[src/rtl/pipe_stall_ctrl_if.sv]
// Request/response bundle between the pipeline stages and the stall/flush sequencer.
// The stages drive requests through master; the sequencer answers through slave.
interface pipe_stall_ctrl_if #(
  parameter int MC_CNT_W = 6
);
  logic                id_stallreq;
  logic                ex_mc_start;
  logic [MC_CNT_W-1:0] ex_mc_cycles;
  logic                ex_mc_abort;
  logic                flush_req;
  logic [31:0]         flush_pc;

  logic [5:0]          stall;
  logic                bubble_id_ex;
  logic                bubble_ex_mem;
  logic                ex_mc_busy;
  logic                ex_mc_done;
  logic                flush;
  logic [31:0]         new_pc;

  modport master (
    output id_stallreq, ex_mc_start, ex_mc_cycles, ex_mc_abort, flush_req, flush_pc,
    input  stall, bubble_id_ex, bubble_ex_mem, ex_mc_busy, ex_mc_done, flush, new_pc
  );

  modport slave (
    input  id_stallreq, ex_mc_start, ex_mc_cycles, ex_mc_abort, flush_req, flush_pc,
    output stall, bubble_id_ex, bubble_ex_mem, ex_mc_busy, ex_mc_done, flush, new_pc
  );
endinterface

[src/rtl/pipe_stall_ctrl.sv]
// Pipeline sequencer: merges ID/EX stall requests into a hold vector, counts down
// multi-cycle EX ops and issues a registered flush with redirect PC.
module pipe_stall_ctrl #(
  parameter int MC_CNT_W = 6
) (
  input  logic              clk,
  input  logic              rst,
  pipe_stall_ctrl_if.slave  pipe_io
);

  typedef enum logic [1:0] {
    IDLE   = 2'd0,
    MC_RUN = 2'd1,
    FLUSH  = 2'd2
  } state_e;

  localparam logic [MC_CNT_W-1:0] CNT_ZERO = '0;
  localparam logic [MC_CNT_W-1:0] CNT_ONE  = MC_CNT_W'(1);
  localparam logic [5:0]          STALL_EX = 6'b001111;
  localparam logic [5:0]          STALL_ID = 6'b000111;

  state_e              state_q, state_d;
  logic [MC_CNT_W-1:0] cnt_q, cnt_d;
  logic                flush_q, flush_d;
  logic [31:0]         new_pc_q, new_pc_d;

  logic                ex_stall;
  logic                mc_done;
  logic                id_stall;
  logic [5:0]          stall;
  logic                bubble_id_ex;
  logic                bubble_ex_mem;

  always_ff @(posedge clk) begin
    if (rst) begin
      state_q  <= IDLE;
      cnt_q    <= CNT_ZERO;
      flush_q  <= 1'b0;
      new_pc_q <= 32'h0;
    end else begin
      state_q  <= state_d;
      cnt_q    <= cnt_d;
      flush_q  <= flush_d;
      new_pc_q <= new_pc_d;
    end
  end

  // A flush request overrides everything, including a running multi-cycle op.
  always_comb begin
    state_d  = state_q;
    cnt_d    = cnt_q;
    flush_d  = 1'b0;
    new_pc_d = new_pc_q;
    if (pipe_io.flush_req) begin
      state_d  = FLUSH;
      cnt_d    = CNT_ZERO;
      flush_d  = 1'b1;
      new_pc_d = pipe_io.flush_pc;
    end else begin
      case (state_q)
        IDLE: begin
          if (pipe_io.ex_mc_start && (pipe_io.ex_mc_cycles != CNT_ZERO)) begin
            state_d = MC_RUN;
            cnt_d   = pipe_io.ex_mc_cycles;
          end
        end
        MC_RUN: begin
          if (pipe_io.ex_mc_abort || (cnt_q <= CNT_ONE)) begin
            state_d = IDLE;
            cnt_d   = CNT_ZERO;
          end else begin
            cnt_d = cnt_q - CNT_ONE;
          end
        end
        FLUSH: begin
          state_d = IDLE;
        end
        default: begin
          state_d = IDLE;
          cnt_d   = CNT_ZERO;
        end
      endcase
    end
  end

  // EX hold covers the start cycle plus every counted cycle except the last,
  // which instead releases EX with the done pulse. An abort still holds once.
  always_comb begin
    ex_stall = 1'b0;
    mc_done  = 1'b0;
    id_stall = 1'b0;
    if (!rst && !pipe_io.flush_req) begin
      case (state_q)
        IDLE: begin
          if (pipe_io.ex_mc_start) begin
            if (pipe_io.ex_mc_cycles != CNT_ZERO) begin
              ex_stall = 1'b1;
            end else begin
              mc_done = 1'b1;
            end
          end
          id_stall = pipe_io.id_stallreq;
        end
        MC_RUN: begin
          if (pipe_io.ex_mc_abort || (cnt_q > CNT_ONE)) begin
            ex_stall = 1'b1;
          end else begin
            mc_done = 1'b1;
          end
          id_stall = pipe_io.id_stallreq;
        end
        default: begin
          ex_stall = 1'b0;
        end
      endcase
    end
  end

  always_comb begin
    stall         = 6'b000000;
    bubble_id_ex  = 1'b0;
    bubble_ex_mem = 1'b0;
    if (ex_stall) begin
      stall         = STALL_EX;
      bubble_ex_mem = 1'b1;
    end else if (id_stall) begin
      stall        = STALL_ID;
      bubble_id_ex = 1'b1;
    end
  end

  assign pipe_io.stall         = stall;
  assign pipe_io.bubble_id_ex  = bubble_id_ex;
  assign pipe_io.bubble_ex_mem = bubble_ex_mem;
  assign pipe_io.ex_mc_busy    = (state_q == MC_RUN);
  assign pipe_io.ex_mc_done    = mc_done;
  assign pipe_io.flush         = flush_q;
  assign pipe_io.new_pc        = new_pc_q;

endmodule

[src/flat_wrapper.sv]
// flat-port wrapper written by rule: the top's interface ports become plain ports
module pipe_stall_ctrl_flat 
#(
  parameter int MC_CNT_W = 6
)
  (clk, rst, pipe_io_id_stallreq, pipe_io_ex_mc_start, pipe_io_ex_mc_cycles, pipe_io_ex_mc_abort, pipe_io_flush_req, pipe_io_flush_pc, pipe_io_stall, pipe_io_bubble_id_ex, pipe_io_bubble_ex_mem, pipe_io_ex_mc_busy, pipe_io_ex_mc_done, pipe_io_flush, pipe_io_new_pc);
  pipe_stall_ctrl_if #(.MC_CNT_W(MC_CNT_W)) pipe_io_i ();
  input  logic clk;
  input  logic rst;
  input wire logic [$bits(pipe_io_i.id_stallreq)-1:0] pipe_io_id_stallreq;
  input wire logic [$bits(pipe_io_i.ex_mc_start)-1:0] pipe_io_ex_mc_start;
  input wire logic [$bits(pipe_io_i.ex_mc_cycles)-1:0] pipe_io_ex_mc_cycles;
  input wire logic [$bits(pipe_io_i.ex_mc_abort)-1:0] pipe_io_ex_mc_abort;
  input wire logic [$bits(pipe_io_i.flush_req)-1:0] pipe_io_flush_req;
  input wire logic [$bits(pipe_io_i.flush_pc)-1:0] pipe_io_flush_pc;
  output wire logic [$bits(pipe_io_i.stall)-1:0] pipe_io_stall;
  output wire logic [$bits(pipe_io_i.bubble_id_ex)-1:0] pipe_io_bubble_id_ex;
  output wire logic [$bits(pipe_io_i.bubble_ex_mem)-1:0] pipe_io_bubble_ex_mem;
  output wire logic [$bits(pipe_io_i.ex_mc_busy)-1:0] pipe_io_ex_mc_busy;
  output wire logic [$bits(pipe_io_i.ex_mc_done)-1:0] pipe_io_ex_mc_done;
  output wire logic [$bits(pipe_io_i.flush)-1:0] pipe_io_flush;
  output wire logic [$bits(pipe_io_i.new_pc)-1:0] pipe_io_new_pc;
  assign pipe_io_i.id_stallreq = pipe_io_id_stallreq;
  assign pipe_io_i.ex_mc_start = pipe_io_ex_mc_start;
  assign pipe_io_i.ex_mc_cycles = pipe_io_ex_mc_cycles;
  assign pipe_io_i.ex_mc_abort = pipe_io_ex_mc_abort;
  assign pipe_io_i.flush_req = pipe_io_flush_req;
  assign pipe_io_i.flush_pc = pipe_io_flush_pc;
  assign pipe_io_stall = pipe_io_i.stall;
  assign pipe_io_bubble_id_ex = pipe_io_i.bubble_id_ex;
  assign pipe_io_bubble_ex_mem = pipe_io_i.bubble_ex_mem;
  assign pipe_io_ex_mc_busy = pipe_io_i.ex_mc_busy;
  assign pipe_io_ex_mc_done = pipe_io_i.ex_mc_done;
  assign pipe_io_flush = pipe_io_i.flush;
  assign pipe_io_new_pc = pipe_io_i.new_pc;
  pipe_stall_ctrl #(.MC_CNT_W(MC_CNT_W)) u_core (.clk(clk), .rst(rst), .pipe_io(pipe_io_i));
endmodule
[config.mk]
export PLATFORM = sky130hd
export DESIGN_NAME = pipe_stall_ctrl_flat
export DESIGN_NICKNAME = d
export VERILOG_FILES = /design/src/rtl/pipe_stall_ctrl_if.sv /design/src/rtl/pipe_stall_ctrl.sv /design/src/flat_wrapper.sv
export SDC_FILE = /design/constraint.sdc
export NUM_CORES = 1
export LEC_CHECK = 0
export ABC_AREA = 1
export CORE_MARGIN = 5
export CORE_UTILIZATION = 39
export DETAILED_ROUTE_END_ITERATION = 10
export PLACE_DENSITY = 0.79
export SYNTH_ARGS = -nofsm -noshare
export SYNTH_HDL_FRONTEND = slang
export SYNTH_SLANG_ARGS = --single-unit
export TNS_END_PERCENT = 50
[constraint.sdc]
create_clock -name clk -period 2 [get_ports clk]
set_input_delay 0.2 -clock clk [delete_from_list [all_inputs] [get_ports clk]]
set_output_delay 0.2 -clock clk [all_outputs]
set_load 0.02 [all_outputs]
# Word-level counts from Yosys, hierarchy flattened
# Index checks and enable logic that the tools add are counted.
# op_classes
add_sub_neg,1
mul,0
div_mod_pow,0
n_lt_le_gt_ge,2
eq_ne,6
n_shift,0
muxes,25
bitwise,1
n_reduce_logical,13
# op_table
cell,count
6-bit 2-to-1 mux,3
6-bit case mux with 3 select lines,1
1-bit 2-to-1 mux,14
"6-bit by 1-bit greater-than comparator with 1-bit output, second input constant",1
"6-bit by 1-bit <= comparator with 1-bit output, second input constant",1
2-bit 2-to-1 mux,3
"3-bit by 2-bit inequality test with 1-bit output, second input constant",2
2-bit AND reduction,3
6-bit nonzero test,1
"6-bit by 1-bit subtractor with 6-bit output, second input constant",1
"2-bit by 1-bit inequality test with 1-bit output, second input constant",2
1-bit case mux with 2 select lines,2
2-bit case mux with 2 select lines,1
2-bit OR reduction,2
3-bit 2-to-1 mux,1
"2-bit by 1-bit equality test with 1-bit output, second input constant",1
"2-bit equality test, second input constant",1
1-bit logical AND,2
1-bit logical NOT,2
2-bit logical NOT,1
1-bit logical OR,2
1-bit NOT,1
# word_totals
ff_bits,41
latch_bits,0
mem_bits_rw,0
rom_bits,0
input_bits,44
output_inout_bits,43
word_cells,53
memories,0

# Longest topological paths before layout
# Gate-level depths: netlist of the first run.
# logic_depth
ltp_word,6
ltp_mapped,11
mapped_depth_nobuf,11

# Least setup slack after synthesis of the first run
# OpenSTA, ideal clock, no wires.
# synth_timing
kind,register to output
start,register u_core.cnt_q[0]
end,output port pipe_io_stall[1]
arrival_time_ps,1456
required_time_ps,1800
setup_slack_ps,344
path_stages_with_launch,11
n_path_buf,1
cell_sequence,dfxtp_1 inv_1 ha_1 inv_1 nand2_1 nand3_2 o21ai_1 nand2_1 nand2_1 nand2_1 buf_4
# synth_between
elab_chain_len,6
# synth_lines
item,line,source
"start, declared",pipe_stall_ctrl.sv:23,"logic [MC_CNT_W-1:0] cnt_q, cnt_d;"
"start signal, assigned",pipe_stall_ctrl.sv:42,cnt_q <= cnt_d;
6-bit by 1-bit greater-than comparator with 1-bit output,pipe_stall_ctrl.sv:105,if (pipe_io.ex_mc_abort || (cnt_q > CNT_ONE)) begin
1-bit logical OR,pipe_stall_ctrl.sv:105,
1-bit 2-to-1 mux,pipe_stall_ctrl.sv:105,
1-bit case mux with 2 select lines,pipe_stall_ctrl.sv:93,case (state_q)
1-bit 2-to-1 mux,pipe_stall_ctrl.sv:92,if (!rst && !pipe_io.flush_req) begin
6-bit 2-to-1 mux,pipe_stall_ctrl.sv:123,if (ex_stall) begin
"end, declared",flat_wrapper.sv:16,output wire logic [$bits(pipe_io_i.stall)-1:0] pipe_io_stall;
# Every way passes these cells.

# Worst setup path after layout of the first run
# layout_timing
start,register u_core.cnt_q[0]
end,output port pipe_io_stall[0]
# The elaborated chain is that of the path after synthesis.

==> summary.md, run 1 <==
| Metric | Value |
|---|---|
| Status | finished clean |
| Most used DFF post-synth | dfxtp_1 |
| Post-DRT Antenna Nets | 0 |
| Kind of critical path | reg2out |
| Total core area | 4030 um^2 |
| Share of cells above drive strength 1 | 17.7% |
| Pin count of the biggest net entering global routing | 33 |
| Sequential share of power | between 40 and 50% |
| Final worst slack | around 0.18 ns |
| Hold Path Origin | u_core.pipe_io.new_pc[21] |
| Post-synth top area share | 50.0% |
| Clk_lat worst skew | about 0.29 ns |
| Overall power | approximately 1900 uW |
| Cell Area, Placed | roughly 2600 um^2 |
| RSZ-0062 raised after global routing | no |
| Netlist Area Pre-Place | 1640 um^2 |
| CTS Buf Count | 5 |
| Post-synthesis sequential area ratio | 50.0% |
| Hpwl dp | approximately 3300 um |
| Routed length per placed instance | between 10 and 15 um |
| Crit. End Element | output pin |
| Grt met3 use | 7.48% |
| Post-place setup slack | -0.0419 ns |
| Most common cell in the netlist | dfxtp_1 |
| FP Rows | 23 |
| Synth Register Bits | 41 |
| Most area-hungry cell type in the Yosys netlist | dfxtp_1 |
| I/O Buffers | 84 |
| Slew Limit Fails | 0 |
| Synth Warn # | 0 |
| GRT overflow | 0 |
| Synth Instances | 173 |
| FMAX | 550 MHz |
| Via/cell ratio | 4.74 |
| Clock Power Share | around a third |
| Dpl cells | 309 |
| DRC | 0 |
| Worst-path clk slew | ~0.070 ns |
| Gr usage total | between 15 and 20% |
| Fin cells | approximately 320 |
| Period utilisation layout | approximately nine tenths |
| CTS sink count | 41 |
| CTS Hold Bufs | 0 |
| Post-synth EDFFs | 0 |
| R2r worst-path depth | 12 |
| GRT busiest layer | met2 |
| Initial antenna violation count | 0 |
| Endpoints failing hold | 0 |
| Initial Utilization | approximately two fifths |
| TritonRoute pass-1 iters | 4 |
| Clk buf depth | 2 |
| H-tree depth | 2 |
| Number of global-route vias before repair | ~1500 |
| M1 GR Usage | a little under a fifth |
| Reg2Reg Launch Point | u_core.cnt_q[0] |
| Max-cap viol count | 0 |
| R2R setup slack | about 0.56 ns |
| Post-synth cell types | 24 |
| Comb power frac | around a fifth |
| Worst Path Required | approximately 1.8 ns |
| IO Pins | 87 |
| Design area | 2630 um^2 |
| Crit path launch type | register |
| Avg Inst Size Synth | between 9 and 10 um^2 |
| Min-Delay Path Class | reg2reg |
| GR Util met2 | approximately a quarter |
| Int Pwr | between 1000 and 1500 uW |
| FILL cells | ~340 |
| Sw Share | around a quarter |
| Post-CTS Repair Setup Buffers | 0 |
| Area Overhead vs Synth | 60.3% |
| Most frequent cells after synthesis | dfxtp_1, a22o_1, nand2_1 |
| Die area | 5610 um^2 |
| Max Fanout on Critical Path | 4 |
| Root buffer cell | clkbuf_8 |
| Final Skew | 0.0118 ns |
| WHS Endpoint | u_core.pipe_io.new_pc[21] |
| NetSw | roughly 470 uW |
| Antenna cells | 0 |
| Pleak | roughly 0.0011 uW |
| CTS tree | done |
| Via count | between 1000 and 1500 |
| Post-Route WL | around 4300 um |
| First-pass GRT wire length | ~6600 um |
| Pwr/cell area | around 720 nW/um^2 |
| Die W | about 75 um |
| Final min period | ~1.8 ns |
| Endpoints failing setup | 0 |
| RePlAce Congestion | between 0.8 and 0.9 |
| DRT iter0 DRCs | 75 |
| Final setup TNS | 0 ns |
| DIE HEIGHT | about 75 um |
| Net count, final | 312 |
| Top cells by area, synth | dfxtp_1, a22o_1, nand2_1 |
| Max VDD drop | approximately 0.54 mV |
| Critical path arrival | 1.62 ns |
| Async SR Flop Fraction | 0% |
| Reg2Reg Capture Point | u_core.cnt_q[3] |
| WHS Path Cells | 1 |
-- how the worst max path moves through the flow --
| stage | start | endpoint | slack [ns] | cells past startpoint |
|---|---|---|---|---|
| 2_1_floorplan | u_core.cnt_q[0] | pipe_io_stall[1] | 0.34 | 10 |
| 5_1_grt | u_core.cnt_q[0] | pipe_io_stall[2] | 0.01 | 10 |
| 3_3_place_gp | pipe_io_ex_mc_cycles[0] | pipe_io_stall[1] | -0.01 | 8 |
| 3_5_place_dp | pipe_io_ex_mc_cycles[5] | pipe_io_stall[2] | -0.04 | 8 |
| 6_report | u_core.cnt_q[0] | pipe_io_stall[0] | 0.18 | 10 |
| 4_1_cts | u_core.cnt_q[0] | pipe_io_stall[2] | 0.0001 | 10 |
-- cells by family after synthesis --
| group | after synthesis | synth area share, % |
|---|---|---|
| other | 1 | 0.228 |
| AND/OR/NAND/NOR | 54 | 16.8 |
| flip-flops | 41 | 50.0 |
| adder cells (fa/ha/maj) | 2 | 1.52 |
| XOR/XNOR | 3 | 2.06 |
| AO/OA/AOI/OAI | 44 | 20.9 |
| buffers and inverters | 28 | 8.61 |
-- power groups by stage --
stage	clock network, uW	registers (uW)	logic, uW
after CTS	646	889	390
after floorplan	0	951	138
after global placement	0	904	389
after global routing	677	893	414
final	629	889	384
after detailed placement	0	905	394
-- worst max-delay path, cell delays in order (launching register included) --
cell	delay (ns)
dfxtp_1	0.39
inv_1	0.08
ha_1	0.21
inv_1	0.05
nand2_1	0.05
nand3_2	0.07
o21ai_1	0.06
nand2_1	0.08
nand2_1	0.07
nand2_1	0.09
clkbuf_2	0.17
-- metrics by stage --
stage	util, %	hold WS, ns
2_1_floorplan	-	0.272
3_3_place_gp	63.7	0.465
3_5_place_dp	63.7	0.470
4_1_cts	66.0	0.489
5_1_grt	65.4	0.488
6_report	65.4	0.484
-- cell usage in the layout (no fill, tap or decap), drive strengths merged --
master         netlist  layout
a21oi                8       8
nor2                14      14
a22o                32      32
bufinv               0       1
o22ai                2       2
xnor2                3       3
conb                 1       2
inv                 17      17
clkbuf               0      11
nand3               11      11
clkdlybuf4s50        0      77
nor3                 1       1
buf                 11      13
nand2               26      26
nand4                2       2
clkinv               0       1
dfxtp               41      41
o21ai                2       2
ha                   2       2
-- area by class of cell --
cell class                 count  area (um^2)  area share [%]
timing repair buffer          96          896            34.0
sequential                    41          821            31.2
multi-input combinational    105          684            26.0
clock buffer                   5         68.8            2.61
inverter                      17         66.3            2.52
tap                           50         62.6            2.38
clock inverter                 2         35.0            1.33
-- flip-flops by register name, summed over array words and instances (netlist names) --
name	cells
u_core.cnt_q	6
u_core.pipe_io.flush	1
u_core.pipe_io.new_pc	32
u_core.state_q	2
-- layer usage --
metal	vias up	routed length [um]
met2	66	1950
met4	0	57
met1	652	1760
li1	771	-
met5	-	0
met3	9	484
-- what timing repair did --
action	CTS	global route
resized for setup	7	15
endpoints found under the setup margin	7	7
cloned	0	0
pin swaps	0	0
hold endpoints to repair	0	0
(Power assumes the default switching activity.)
==> run 2, diff against run 1 <==
--- a/config.mk
+++ b/config.mk
@@ -7,9 +7,9 @@
 export LEC_CHECK = 0
 export ABC_AREA = 1
 export CORE_MARGIN = 5
-export CORE_UTILIZATION = 39
+export CORE_UTILIZATION = 29
 export DETAILED_ROUTE_END_ITERATION = 10
-export PLACE_DENSITY = 0.79
+export PLACE_DENSITY = 0.61
 export SYNTH_ARGS = -nofsm -noshare
 export SYNTH_HDL_FRONTEND = slang
 export SYNTH_SLANG_ARGS = --single-unit
==> summary.md, run 2 (synthesis gave the netlist of run 1 again) <==
| Metric | Value |
|---|---|
| Initial antenna violation count | 0 (unchanged) |
| Slew Limit Fails | 0 (unchanged) |
| First-pass GRT wire length | 7010 um (was 6630 um) |
| Crit. End Element | output pin (unchanged) |
| Critical path arrival | 1.65 ns (was 1.62 ns) |
| Total core area | 5510 um^2 (was 4030 um^2) |
| FMAX | 539 MHz (was 550 MHz) |
| Antenna cells | 0 (unchanged) |
| CTS sink count | 41 (unchanged) |
| Fin cells | 335 (was 316) |
| I/O Buffers | 84 (unchanged) |
| Die area | 7270 um^2 (was 5610 um^2) |
| Most frequent cells in the layout | clkdlybuf4s50_1, dfxtp_1, a22o_1 (unchanged) |
| Via/cell ratio | 4.41 (was 4.74) |
| GRT overflow | 0 (unchanged) |
| Crit path launch type | register (unchanged) |
| Max Fanout on Critical Path | 4 (unchanged) |
| Post-DRT Antenna Nets | 0 (unchanged) |
| FP Rows | 27 (was 23) |
| Share of cells above drive strength 1 | 16.7% (was 17.7%) |
| RePlAce Congestion | 0.771 (was 0.824) |
| Status | finished clean (unchanged) |
| Final core utilization | 48.0% (was 65.4%) |
| Pleak | 0.00113 uW (was 0.00115 uW) |
| Die W | 85.3 um (was 74.9 um) |
| Post-place setup slack | -0.0187 ns (was -0.0419 ns) |
| Routed length per placed instance | 12.5 um (was 13.5 um) |
| Period utilisation layout | 92.7% (was 90.8%) |
| Post-CTS Repair Setup Buffers | 0 (unchanged) |
| RSZ-0062 raised after global routing | yes (was no) |
| Max reg flops | 32 (unchanged) |
| Final min period | 1.85 ns (was 1.82 ns) |
| Post-Route WL | 4200 um (was 4260 um) |
| Min-Delay Path Class | reg2reg (unchanged) |
| DIE HEIGHT | 85.3 um (was 74.9 um) |
| Kind of critical path | reg2out (unchanged) |
| Area Overhead vs Synth | 60.9% (was 60.3%) |
| IO Pins | 87 (unchanged) |
| Pin count of the biggest net entering global routing | 33 (unchanged) |
| Endpoints failing hold | 0 (unchanged) |
| Max-cap viol count | 0 (unchanged) |
| Worst-path clk slew | 0.08 ns (was 0.07 ns) |
| Most common cell after layout, fill and taps aside | clkdlybuf4s50_1 (unchanged) |
| DRT iter0 DRCs | 37 (was 75) |
| H-tree depth | 2 (unchanged) |
| Root buffer cell | clkbuf_8 (unchanged) |
| Dpl cells | 328 (was 309) |
| Gr usage total | 11.8% (was 15.5%) |
| FILL cells | 542 (was 335) |
| Final worst slack | 0.146 ns (was 0.183 ns) |
| CTS tree | done (unchanged) |
| Endpoints failing setup | 0 (unchanged) |
| Pwr/cell area | 682 nW/um^2 (was 722 nW/um^2) |
| Number of global-route vias before repair | 1526 (was 1486) |
| Initial Utilization | 29.8% (was 40.8%) |
| Clk_lat worst skew | 0.28 ns (was 0.29 ns) |
| Area occupied by multi-input gates | 684 um^2 (unchanged) |
| CTS Hold Bufs | 0 (unchanged) |
| Clk buf depth | 2 (unchanged) |
| Max VDD drop | 0.380 mV (was 0.540 mV) |
| Via count | 1476 (was 1498) |
| TritonRoute pass-1 iters | 3 (was 4) |
| DRC | 0 (unchanged) |
| Worst Path Required | 1.80 ns (about the same) |
| CTS Buf Count | 5 (unchanged) |
| Register area | 822 um^2 (was 821 um^2) |
| Hpwl dp | 3220 um (was 3310 um) |
| Final Skew | 0.00688 ns (was 0.0118 ns) |
| Net count, final | 309 (was 312) |
## run 2: final timing paths
path / slack, ns / from / to / cells after the start
max: 0.15 / u_core.cnt_q[0] / pipe_io_ex_mc_done / 9
min reg2reg: 0.49 / u_core.pipe_io.new_pc[22] / u_core.pipe_io.new_pc[22] / 1
max reg2reg: 0.58 / u_core.cnt_q[1] / u_core.cnt_q[5] / 12
min: 0.49 / u_core.pipe_io.new_pc[22] / u_core.pipe_io.new_pc[22] / 1
## run 2: power by group
group,internal (uW),leakage (uW),switching (uW)
Sequential,861,0.000338,25.7
Clock,273,0.0000433,262
Combinational,210,0.000746,174
## run 2: per-stage QoR
stage | cell area, um^2 | hold slack, ns | setup TNS (ns) | total power (uW)
after global routing | 2640 | 0.496 | -0.0324 | 1910
after detailed placement | 2580 | 0.470 | -0.0542 | 1300
after CTS | 2670 | 0.485 | 0 | 1850
after floorplan | 1650 | 0.272 | 0 | 1090
final | 2640 | 0.485 | 0 | 1800
after global placement | 2580 | 0.465 | 0 | 1300
## run 2: per-layer routing
metal | part of all wire, % | global-route usage, %
met5 | 0 | 0
met4 | 1.1 | 3.17
met3 | 12 | 6.31
met2 | 44 | 18.8
met1 | 43 | 13.7
## run 2: area by class of cell
type / instances / area share, %
well taps: 72 / 3.41
flip-flops and latches: 41 / 31.1
multi-input cells: 105 / 25.9
repair buffers: 93 / 33.7
inverters: 17 / 2.51
clock inverters: 1 / 0.284
clock buffers: 6 / 3.12
## run 2: critical path, cell delays in order (launching register included)
cell and delay, ns:
dfxtp_2 0.34, inv_1 0.08, ha_1 0.16, inv_1 0.04
nand2_1 0.07, nand3_2 0.09, nor3_1 0.15, a21oi_1 0.06
nor2_1 0.09, clkdlybuf4s15_1 0.31
## run 2: repair_timing
item	4_1_cts	5_1_grt
endpoints found under the setup margin	7	7
resized for setup	10	12
hold endpoints to repair	0	0
